===== src/rtl/j6502_bus_ctrl_if.sv =====
// ---------------------------------------------------------------------------
// j6502_bus_ctrl_if
// Bus bundle between the 6502 core, the bus controller and the peripherals.
//   phi2, cpu_addr, cpu_rw_n, cpu_data_out : CPU cycle request
//   cpu_data_in, cpu_rdy                   : read data / ready back to the CPU
//   dev_cs, dev_addr, dev_wdata, dev_we    : decoded device-side access
//   dev_rdata, dev_wait                    : per-device read data / extension
//   bus_err                                : unmapped or timed-out access pulse
// Per-device vectors (dev_cs, dev_rdata, dev_wait) carry device 0 in the
// most-significant slice, matching the DEV_* parameter packing.
// Modports: slave = bus controller view, master = CPU/peripheral side.
// ---------------------------------------------------------------------------
interface j6502_bus_ctrl_if #(
   parameter int N_DEV = 4,
   parameter int AW    = 16,
   parameter int DW    = 8
);
   logic                  phi2;
   logic [AW-1:0]         cpu_addr;
   logic                  cpu_rw_n;
   logic [DW-1:0]         cpu_data_out;
   logic [DW-1:0]         cpu_data_in;
   logic                  cpu_rdy;
   logic [N_DEV-1:0]      dev_cs;
   logic [AW-1:0]         dev_addr;
   logic [DW-1:0]         dev_wdata;
   logic                  dev_we;
   logic [N_DEV*DW-1:0]   dev_rdata;
   logic [N_DEV-1:0]      dev_wait;
   logic                  bus_err;

   modport slave (
      input  phi2, cpu_addr, cpu_rw_n, cpu_data_out, dev_rdata, dev_wait,
      output cpu_data_in, cpu_rdy, dev_cs, dev_addr, dev_wdata, dev_we, bus_err
   );

   modport master (
      output phi2, cpu_addr, cpu_rw_n, cpu_data_out, dev_rdata, dev_wait,
      input  cpu_data_in, cpu_rdy, dev_cs, dev_addr, dev_wdata, dev_we, bus_err
   );
endinterface


===== src/rtl/j6502_bus_ctrl.sv =====
// ---------------------------------------------------------------------------
// j6502_bus_ctrl
// Decodes each 6502 bus cycle against N_DEV address windows, drives a one-hot
// chip select, stretches the cycle through cpu_rdy for fixed and device
// requested wait states, returns registered read data and issues a one-cycle
// write strobe.
// Ports:
//   fst_clk : system clock, rising edge
//   res     : synchronous active-high reset
//   bus     : j6502_bus_ctrl_if.slave (CPU request, device access, status)
// Optional feature: define J6502_BUSCTRL_TIMEOUT_EN to force-complete a cycle
// that stays in WAIT for TIMEOUT clocks (reads return all ones, writes are
// dropped, bus_err pulses).
// ---------------------------------------------------------------------------
module j6502_bus_ctrl #(
   parameter int                  N_DEV    = 4,
   parameter int                  AW       = 16,
   parameter int                  DW       = 8,
   parameter int                  WS_W     = 4,
   parameter logic [N_DEV*AW-1:0] DEV_BASE = {16'hC000, 16'h6000, 16'h5000, 16'h0000},
   parameter logic [N_DEV*AW-1:0] DEV_MASK = {16'hC000, 16'hFFF0, 16'hFFFC, 16'h8000},
   parameter logic [N_DEV*WS_W-1:0] DEV_WS = {4'd1, 4'd2, 4'd0, 4'd0},
   parameter int                  TIMEOUT  = 255
) (
   input  logic              fst_clk,
   input  logic              res,
   j6502_bus_ctrl_if.slave   bus
);

   localparam int SEL_W = (N_DEV > 1) ? $clog2(N_DEV) : 1;

   typedef enum logic [1:0] {
      ST_IDLE = 2'd0,
      ST_WAIT = 2'd1,
      ST_HOLD = 2'd2
   } state_t;

   state_t            state_q, state_d;
   logic              phi2_q, phi2_d;
   logic [WS_W-1:0]   cnt_q, cnt_d;
   logic [SEL_W-1:0]  sel_q, sel_d;
   logic              rw_n_q, rw_n_d;
   logic [AW-1:0]     addr_q, addr_d;
   logic [DW-1:0]     wdata_q, wdata_d;
   logic [DW-1:0]     rdata_q, rdata_d;
   logic [N_DEV-1:0]  cs_q, cs_d;
   logic              we_q, we_d;
   logic              err_q, err_d;

   logic [AW-1:0]     base_a  [N_DEV];
   logic [AW-1:0]     mask_a  [N_DEV];
   logic [WS_W-1:0]   ws_a    [N_DEV];
   logic [DW-1:0]     rdata_a [N_DEV];
   logic              wait_a  [N_DEV];
   logic [N_DEV-1:0]  hit_v;       // indexed by device number
   logic [N_DEV-1:0]  onehot_s;    // device 0 in the MS bit, like dev_cs
   logic              hit_s;
   logic [SEL_W-1:0]  sel_s;
   logic              phi2_rise_s, phi2_fall_s;
   logic              complete_s;
   logic              expire_s;

   // Unpack the device-0-in-MS-slice vectors into per-device arrays.
   for (genvar g = 0; g < N_DEV; g++) begin : g_dev
      assign base_a[g]              = DEV_BASE[(N_DEV-1-g)*AW +: AW];
      assign mask_a[g]              = DEV_MASK[(N_DEV-1-g)*AW +: AW];
      assign ws_a[g]                = DEV_WS[(N_DEV-1-g)*WS_W +: WS_W];
      assign rdata_a[g]             = bus.dev_rdata[(N_DEV-1-g)*DW +: DW];
      assign wait_a[g]              = bus.dev_wait[N_DEV-1-g];
      assign hit_v[g]               = ((bus.cpu_addr & mask_a[g]) == base_a[g]);
      assign onehot_s[N_DEV-1-g]    = hit_s && (sel_s == SEL_W'(g));
   end

   // Priority decode: scanning from the top index down leaves the lowest hit.
   always_comb begin
      hit_s = 1'b0;
      sel_s = {SEL_W{1'b0}};
      for (int i = N_DEV - 1; i >= 0; i--) begin
         sel_s = hit_v[i] ? SEL_W'(i) : sel_s;
         hit_s = hit_s | hit_v[i];
      end
   end

   assign phi2_d      = bus.phi2;
   assign phi2_rise_s = bus.phi2 & ~phi2_q;
   assign phi2_fall_s = ~bus.phi2 & phi2_q;
   assign complete_s  = (cnt_q == {WS_W{1'b0}}) && !wait_a[sel_q];

`ifdef J6502_BUSCTRL_TIMEOUT_EN
   localparam int TO_W = $clog2(TIMEOUT + 1);
   logic [TO_W-1:0] to_q, to_d;

   // Timeout counter: cleared while idle, counts every WAIT clock.
   always_comb begin
      if (state_q == ST_IDLE) begin
         to_d = {TO_W{1'b0}};
      end else if (state_q == ST_WAIT) begin
         to_d = to_q + TO_W'(1);
      end else begin
         to_d = to_q;
      end
   end

   // Timeout counter register.
   always_ff @(posedge fst_clk) begin
      if (res) begin
         to_q <= {TO_W{1'b0}};
      end else begin
         to_q <= to_d;
      end
   end

   // Fires in the last allowed WAIT clock, so cpu_rdy is low TIMEOUT clocks.
   assign expire_s = (state_q == ST_WAIT) && !complete_s &&
                     (to_q == TO_W'(TIMEOUT - 1));
`else
   assign expire_s = 1'b0;
`endif

   // Bus-cycle FSM: next state, latches, strobes.
   always_comb begin
      state_d = state_q;
      cnt_d   = cnt_q;
      sel_d   = sel_q;
      rw_n_d  = rw_n_q;
      addr_d  = addr_q;
      wdata_d = wdata_q;
      rdata_d = rdata_q;
      cs_d    = cs_q;
      we_d    = 1'b0;
      err_d   = 1'b0;
      case (state_q)
         ST_IDLE: begin
            if (phi2_rise_s) begin
               addr_d  = bus.cpu_addr;
               rw_n_d  = bus.cpu_rw_n;
               wdata_d = bus.cpu_data_out;
               sel_d   = sel_s;
               cnt_d   = ws_a[sel_s];
               if (hit_s) begin
                  state_d = ST_WAIT;
                  cs_d    = onehot_s;
               end else begin
                  state_d = ST_HOLD;
                  rdata_d = {DW{1'b1}};
                  err_d   = 1'b1;
               end
            end else begin
               state_d = ST_IDLE;
            end
         end
         ST_WAIT: begin
            // phi2 edges are ignored here; only completion or expiry leaves.
            if (complete_s || expire_s) begin
               if (expire_s) begin
                  rdata_d = rw_n_q ? {DW{1'b1}} : rdata_q;
                  err_d   = 1'b1;
               end else if (rw_n_q) begin
                  rdata_d = rdata_a[sel_q];
               end else begin
                  we_d    = 1'b1;
               end
               // A phi2 fall coinciding with completion ends the cycle at once.
               if (phi2_fall_s) begin
                  state_d = ST_IDLE;
                  cs_d    = {N_DEV{1'b0}};
               end else begin
                  state_d = ST_HOLD;
               end
            end else begin
               cnt_d = (cnt_q != {WS_W{1'b0}}) ? cnt_q - WS_W'(1) : cnt_q;
            end
         end
         ST_HOLD: begin
            if (phi2_fall_s) begin
               state_d = ST_IDLE;
               cs_d    = {N_DEV{1'b0}};
            end else begin
               state_d = ST_HOLD;
            end
         end
         default: begin
            state_d = ST_IDLE;
            cs_d    = {N_DEV{1'b0}};
         end
      endcase
   end

   // State and datapath registers; reset aborts any access in flight.
   always_ff @(posedge fst_clk) begin
      if (res) begin
         state_q <= ST_IDLE;
         phi2_q  <= 1'b0;
         cnt_q   <= {WS_W{1'b0}};
         sel_q   <= {SEL_W{1'b0}};
         rw_n_q  <= 1'b1;
         addr_q  <= {AW{1'b0}};
         wdata_q <= {DW{1'b0}};
         rdata_q <= {DW{1'b1}};
         cs_q    <= {N_DEV{1'b0}};
         we_q    <= 1'b0;
         err_q   <= 1'b0;
      end else begin
         state_q <= state_d;
         phi2_q  <= phi2_d;
         cnt_q   <= cnt_d;
         sel_q   <= sel_d;
         rw_n_q  <= rw_n_d;
         addr_q  <= addr_d;
         wdata_q <= wdata_d;
         rdata_q <= rdata_d;
         cs_q    <= cs_d;
         we_q    <= we_d;
         err_q   <= err_d;
      end
   end

   assign bus.cpu_data_in = rdata_q;
   assign bus.cpu_rdy     = !((state_q == ST_WAIT) && !complete_s);
   assign bus.dev_cs      = cs_q;
   assign bus.dev_addr    = addr_q;
   assign bus.dev_wdata   = wdata_q;
   assign bus.dev_we      = we_q;
   assign bus.bus_err     = err_q;

endmodule

===== src/flat_wrapper.sv =====
// flat-port wrapper written by rule: the top's interface ports become plain ports
module j6502_bus_ctrl_flat 
#(
   parameter int                  N_DEV    = 4,
   parameter int                  AW       = 16,
   parameter int                  DW       = 8,
   parameter int                  WS_W     = 4,
   parameter logic [N_DEV*AW-1:0] DEV_BASE = {16'hC000, 16'h6000, 16'h5000, 16'h0000},
   parameter logic [N_DEV*AW-1:0] DEV_MASK = {16'hC000, 16'hFFF0, 16'hFFFC, 16'h8000},
   parameter logic [N_DEV*WS_W-1:0] DEV_WS = {4'd1, 4'd2, 4'd0, 4'd0},
   parameter int                  TIMEOUT  = 255
)
  (fst_clk, res, bus_phi2, bus_cpu_addr, bus_cpu_rw_n, bus_cpu_data_out, bus_dev_rdata, bus_dev_wait, bus_cpu_data_in, bus_cpu_rdy, bus_dev_cs, bus_dev_addr, bus_dev_wdata, bus_dev_we, bus_bus_err);
  j6502_bus_ctrl_if #(.N_DEV(N_DEV), .AW(AW), .DW(DW)) bus_i ();
  input  logic fst_clk;
  input  logic res;
  input wire logic [$bits(bus_i.phi2)-1:0] bus_phi2;
  input wire logic [$bits(bus_i.cpu_addr)-1:0] bus_cpu_addr;
  input wire logic [$bits(bus_i.cpu_rw_n)-1:0] bus_cpu_rw_n;
  input wire logic [$bits(bus_i.cpu_data_out)-1:0] bus_cpu_data_out;
  input wire logic [$bits(bus_i.dev_rdata)-1:0] bus_dev_rdata;
  input wire logic [$bits(bus_i.dev_wait)-1:0] bus_dev_wait;
  output wire logic [$bits(bus_i.cpu_data_in)-1:0] bus_cpu_data_in;
  output wire logic [$bits(bus_i.cpu_rdy)-1:0] bus_cpu_rdy;
  output wire logic [$bits(bus_i.dev_cs)-1:0] bus_dev_cs;
  output wire logic [$bits(bus_i.dev_addr)-1:0] bus_dev_addr;
  output wire logic [$bits(bus_i.dev_wdata)-1:0] bus_dev_wdata;
  output wire logic [$bits(bus_i.dev_we)-1:0] bus_dev_we;
  output wire logic [$bits(bus_i.bus_err)-1:0] bus_bus_err;
  assign bus_i.phi2 = bus_phi2;
  assign bus_i.cpu_addr = bus_cpu_addr;
  assign bus_i.cpu_rw_n = bus_cpu_rw_n;
  assign bus_i.cpu_data_out = bus_cpu_data_out;
  assign bus_i.dev_rdata = bus_dev_rdata;
  assign bus_i.dev_wait = bus_dev_wait;
  assign bus_cpu_data_in = bus_i.cpu_data_in;
  assign bus_cpu_rdy = bus_i.cpu_rdy;
  assign bus_dev_cs = bus_i.dev_cs;
  assign bus_dev_addr = bus_i.dev_addr;
  assign bus_dev_wdata = bus_i.dev_wdata;
  assign bus_dev_we = bus_i.dev_we;
  assign bus_bus_err = bus_i.bus_err;
  j6502_bus_ctrl #(.N_DEV(N_DEV), .AW(AW), .DW(DW), .WS_W(WS_W), .DEV_BASE(DEV_BASE), .DEV_MASK(DEV_MASK), .DEV_WS(DEV_WS), .TIMEOUT(TIMEOUT)) u_core (.fst_clk(fst_clk), .res(res), .bus(bus_i));
endmodule

===== config.mk =====
export PLATFORM = sky130hd
export DESIGN_NAME = j6502_bus_ctrl_flat
export DESIGN_NICKNAME = d
export VERILOG_FILES = /design/src/rtl/j6502_bus_ctrl_if.sv /design/src/rtl/j6502_bus_ctrl.sv /design/src/flat_wrapper.sv
export SDC_FILE = /design/constraint.sdc
export NUM_CORES = 1
export LEC_CHECK = 0
export ABC_AREA = 1
export BUFFER_PORTS_ARGS = -buffer_cell sky130_fd_sc_hd__buf_2
export CAP_MARGIN = 20
export CORE_ASPECT_RATIO = 1.2
export CORE_UTILIZATION = 40
export CTS_CLUSTER_DIAMETER = 50
export DETAILED_ROUTE_END_ITERATION = 8
export GPL_TIMING_DRIVEN = 1
export PLACE_DENSITY = 0.72
export SLEW_MARGIN = 40
export SYNTH_ARGS = -nofsm -noshare
export SYNTH_HDL_FRONTEND = slang
export SYNTH_SLANG_ARGS = --single-unit
export TNS_END_PERCENT = 1

===== constraint.sdc =====
create_clock -name fst_clk -period 1.7 [get_ports fst_clk]
set_clock_uncertainty 0.2 [all_clocks]
set_input_delay 0.085 -clock fst_clk [delete_from_list [all_inputs] [get_ports fst_clk]]
set_output_delay 0.085 -clock fst_clk [all_outputs]
set_load 0.02 [all_outputs]

* Yosys cells after proc, flatten, opt, wreduce, memory -nomap -nowiden
Index checks and enable logic that the tools add are counted.
** Word-level totals
- Bits in registers :: 48
- Bits in latches :: 0
- Bits in writable memories :: 0
- Bits in read-only memories :: 0
- Input bits :: 64
- Output and inout port bits :: 39
- Word-level logic and storage cells :: 97
- Memories :: 0
** Cells by class
- Add/subtract/negate cells :: 1
- Multipliers :: 0
- Div/mod/pow operators :: 0
- Order comparisons :: 2
- Equal/unequal tests :: 15
- Shift operators :: 0
- Multiplexer cells :: 34
- Bitwise gates (word level) :: 13
- Reduce and logical (&&, ||, !) cells :: 21
** Operators with widths (count)
- $mux 8 :: 6
- $mux 4 :: 9
- $bmux 8 s2 :: 1
- $logic_not 16->1 :: 1
- $mux 2 :: 8
- $pmux 8 s2 :: 1
- $eq 14x13->1 const B :: 1
- $eq 12x11->1 const B :: 1
- $pmux 4 s3 :: 1
- $ne 2x1->1 const B :: 5
- $bmux 4 s2 :: 1
- $eq 2x2->1 const B :: 4
- $pmux 4 s2 :: 1
- $ge 3x3->1 const B :: 2
- $logic_and 1x1->1 :: 6
- $not 1->1 :: 6
- $not 2->3 :: 2
- $pmux 2 s3 :: 1
- $reduce_or 3->1 :: 2
- $reduce_and 5->1 :: 1
- $eq 2x1->1 const B :: 2
- $logic_not 2->1 :: 2
- $logic_not 4->1 :: 1
- $mux 1 :: 4
- 11 further kinds :: 17

* Longest topological paths before layout
- Word-level depth :: 11
- Depth in mapped cells :: 11

* Worst setup path after synthesis
OpenSTA, ideal clock, no wires.
- Kind :: register -> register
- From :: register u_core.state_q[1]
- To :: register u_core.rdata_q[0] (netlist: u_core.bus.cpu_data_in[0])
- Data arrival time :: 1.305 ns
- Data required time :: 1.370 ns
- Slack :: 0.065 ns
- Cell stages (with the launch flop) :: 11
- Clock period less this slack :: 1.635 ns
- Path through :: dfxtp_1 > inv_1 > ha_1 > buf_2 > inv_1 > o21ai_2 > inv_2 > nor2_8 > nand2_4 > nand2_1 > nand3_1
** Between the ends
- Word-level cells in the longest chain between the ends :: 3
** Ends and longest elaborated chain
- start: declaration :: line j6502_bus_ctrl.sv:38 : state_t state_q, state_d;
- start signal: assignment :: line j6502_bus_ctrl.sv:204 : state_q <= state_d;
- $eq 2x1->1 / $logic_not 2->1 (equally long branches) :: line j6502_bus_ctrl.sv:132 : case (state_q)
- $ne 2x1->1 (no source line) (tied with other cells)
- $reduce_and 5->1 (no source line)
- end signal: assignment :: line j6502_bus_ctrl.sv:199 : rdata_q <= {DW{1'b1}};
- end signal: assignment :: line j6502_bus_ctrl.sv:211 : rdata_q <= rdata_d;
- end: declaration :: line j6502_bus_ctrl.sv:45 : logic [DW-1:0] rdata_q, rdata_d;
Parallel ways exist; a longest one is shown, timed or not.
A chain may end at the register's enable or synchronous reset.

* Worst setup path after layout
- From :: register u_core.cnt_q[1]
- To :: output bus_cpu_rdy
** Between the ends
- Word-level cells in the longest chain between the ends :: 5
** Ends and longest elaborated chain
- start: declaration :: line j6502_bus_ctrl.sv:40 : logic [WS_W-1:0] cnt_q, cnt_d;
- start signal: assignment :: line j6502_bus_ctrl.sv:194 : cnt_q <= {WS_W{1'b0}};
- start signal: assignment :: line j6502_bus_ctrl.sv:206 : cnt_q <= cnt_d;
- $logic_not 4->1 :: line j6502_bus_ctrl.sv:87 : assign complete_s = (cnt_q == {WS_W{1'b0}}) && !wait_a[sel_q];
- $logic_and 1x1->1 :: line j6502_bus_ctrl.sv:87
- $logic_not 1->1 :: line j6502_bus_ctrl.sv:219 : assign bus.cpu_rdy = !((state_q == ST_WAIT) && !complete_s);
- $logic_and 1x1->1 :: line j6502_bus_ctrl.sv:219
- $logic_not 1->1 :: line j6502_bus_ctrl.sv:219
- end: declaration :: line flat_wrapper.sv:24 : output wire logic [$bits(bus_i.cpu_rdy)-1:0] bus_cpu_rdy;
Every way passes these cells.

==> impl_results.md <==
- Commonest cells after routing, fill and taps aside: 101 x buf_2, 81 x nor2_1, 45 x dfxtp_1, 41 x nand2_1, 35 x nand3_1
- Avg Inst Size Synth: approximately 7 µm²
- EDFF count, synth: 0
- RSZ-0062 raised after global routing: true
- Register area share after synthesis: 40.55%
- R2r setup slk: 0.06 ns
- Clk Latency, worst-skew pair: around 0.31 ns
- Worst-Margin Slew: about 0.35 ns
- Register Area: between 900 and 1000 µm²
- Routed WL: between 7000 and 8000 µm
- Largest net degree at the start of global routing: 40
- Crit path DAT: ~1.4 ns
- Worst reg2reg endpoint: u_core.cnt_q[3]
- Area leader, netlist: dfxtp_1
- Post-synth ARST share: 0%
- CP Max Fanout: 5
- Crit-path cells: inv_2 -> ha_4 -> inv_2 -> nor3_4 -> nand2_2 -> nand2_8 -> buf_6
- Hold endpoint: u_core.bus.cpu_data_in[6]
- Synth top area share: between 40 and 50%
- R2r startpoint: u_core.cnt_q[1]
- DR WL met2: 3435 µm
- Clock Root Buffer: clkbuf_8
- Final hold slack: -0.002604 ns
- Total grt overflow: 0
- Hold path depth: 5
- Layout area overhead: 51.16%
- Pre-Repair DR Iteration Count: 4
- Fin cells: between 500 and 600
- FP Rows: 30
- FMAX: approximately 600 MHz
- CP peak stage delay: between 0.3 and 0.4 ns
- I/O pin count: about 100
- Vias/cell: 4.857
- Maximum clock path buffer count: 2
- Inst Count DP: 513
- WP data required: ~1.4 ns
- Initial antenna violation count: 0
- M1 WL: just under 3000 µm
- Syn Nets: slightly above 400
- Vias: 2725
- Vias in the first global route: ~2500
- Crit-path most repeated cell: inv_2
- Met3 routed WL: between 500 and 600 µm
- Power per standard cell area: ~930 nW/µm²
- Peak supply drop: 0.0005679 V
- Critical path class: flop to primary output
- Final nets: 548
- Drc violations: 0
- Worst hold start: bus_dev_rdata[14]
- Max-slew headroom: around three quarters
- Die X-Extent: between 70 and 80 µm
- DR iter-0 viols: between 100 and 150
- Clock transition at the registers of the reported paths: 0.09 ns
- Pleak: approximately 1.8 nW
- Reg2Reg Depth: 12
- Area of the multi-input gates: approximately 1300 µm²
- Startpoint class of the critical path: flop
- Worst path bufs/invs: 3
- WL per Instance: 12.55 µm
- Inserted Diodes: 0
- Filler cells: around 490
- Post-DRT Antenna Nets: 0
- Die ar.: a little over 6000 µm²
- CP Capture Type: primary output
- Worst path depth: 7
- Synth area leaders: dfxtp_1 41%, nor2_1 13%, nand3_1 7.4%, nand2_1 6.8%, o21ai_1 4.0%
- Yosys cell types: 27
- Commonest non-fill, non-tap cell in the layout: buf_2
- H-tree lvl count: 2
- HP Class: primary input to flop
- Syn Inst Count: roughly 340
- Ys Warns: 0
- Synth Flop Type: dfxtp_1
- Post-Syn Area: between 2000 and 2500 µm²
- Final Hold Violating Endpoints: 1
- Final core utilization: 63.20%
- Yosys reg bits: 48
- Die H: 86.32 µm
- CTS Buf Count: 5
- Min Tclk post-route: about 1.7 ns
- Worst Setup SP: u_core.cnt_q[1]
- Post-DP HPWL: around 4500 µm
- Placer Congestion: around 0.8
- CTS tree: done
- Core area: roughly 5700 µm²
- Final setup viols: 0
- DR top layer: met4
- Failing checks: negative hold slack
- TritonCTS Sinks: between 40 and 50
- Final Cycle Share: 98.57%
- Maxcap violations: 0
- Starting Density: 41.81%
- Family with the most delay on the worst path: simple AND/OR/NAND/NOR gates
- Run status: finished with violations
- Global Route Usage Sum: 22.45%
- First-pass GRT wire length: 11020 µm
- IO Port Bufs: between 100 and 150
- Crit-path slowest cell: dfxtp_2
- Max-slew violations: 0
- Share of cells above drive strength 1: 34.30%
## final cells by class
type / count / area share, %
multi-input cells: 249 / 36.50
clock inverters: 2 / 1.083
repair buffers: 150 / 27.38
well taps: 80 / 2.794
flip-flops and latches: 48 / 27.00
clock buffers: 6 / 2.305
inverters: 26 / 2.934
## through the flow
step	cell area [µm²]	worst slack [ns]	TNS (ns)	hold slack [ns]	total power [mW]
floorplan	2370	0.06494	0	-0.008033	1.953
global placement	2963	0.001479	0	0.1055	2.231
detailed placement	2963	-0.07403	-0.5289	0.1140	2.250
CTS	3510	0.007420	0	0.0009941	3.266
global route	3582	-0.02873	-0.09713	0.01966	3.508
finish	3582	0.02436	0	-0.002604	3.319
## layer usage
layer  global-route usage, %  vias up
li1                        -     1382
met1                   25.18     1229
met2                   40.78      104
met3                   5.349       10
met4                   8.200        0
met5                       0        -
## how the worst max path moves through the flow
stage / end / slack (ns)
6_report: bus_cpu_rdy / 0.02
5_1_grt: bus_cpu_rdy / -0.03
3_5_place_dp: u_core.bus.cpu_data_in[2] / -0.07
3_3_place_gp: u_core.bus.cpu_data_in[2] / 0.001
2_1_floorplan: u_core.bus.cpu_data_in[0] / 0.06
4_1_cts: u_core.bus.cpu_data_in[2] / 0.007
## flip-flops by register name, indices dropped and copies added (netlist names), 2 cells and up
register,cells
u_core.bus.dev_wdata,8
u_core.state_q,2
u_core.bus.cpu_data_in,8
u_core.bus.dev_addr,16
u_core.sel_q,2
u_core.cnt_q,4
u_core.bus.dev_cs,4
## synth_stat cells (4+ instances only)
library cell / n
inv_1: 18
dfxtp_1: 48
ha_1: 4
o21ai_0: 18
a21oi_1: 10
buf_2: 6
inv_2: 8
nor3_1: 7
clkbuf_1: 6
nand2_1: 43
nand3_1: 35
o21ai_1: 19
nor2_1: 81
or2_1: 7
o211ai_1: 9
nand2_2: 4
## report_power, final
| group | switching (mW) | internal, mW |
|---|---|---|
| clock network | 0.397 | 0.481 |
| logic | 0.645 | 0.474 |
| registers | 0.0719 | 1.25 |
## kinds of logic (layout without fill, tap and decap cells)
family / count (synthesis) / in the layout / synth area share [%]
fa+ha+maj: 4 / 4 / 2.112
simple gates: 183 / 184 / 34.37
xor+xnor: 1 / 1 / 0.3697
flops: 48 / 48 / 40.55
compound gates: 60 / 60 / 14.36
buf+inv: 43 / 184 / 8.236
## worst min-delay path: stages
cell,delay (ns)
buf_2,0.08
o21ai_0,0.06
nand3_1,0.08
nand3_1,0.08
nand3_1,0.08
## what timing repair did
action                                  CTS  global route
resized for setup                        17            13
hold buffers                             28             0
endpoints found under the setup margin   17            21
pin swaps                                 6             8
endpoints found under the hold margin    32             0
buffers inserted                          9             1
gates cloned                              1             1
Power figures use the tool's default switching activity.
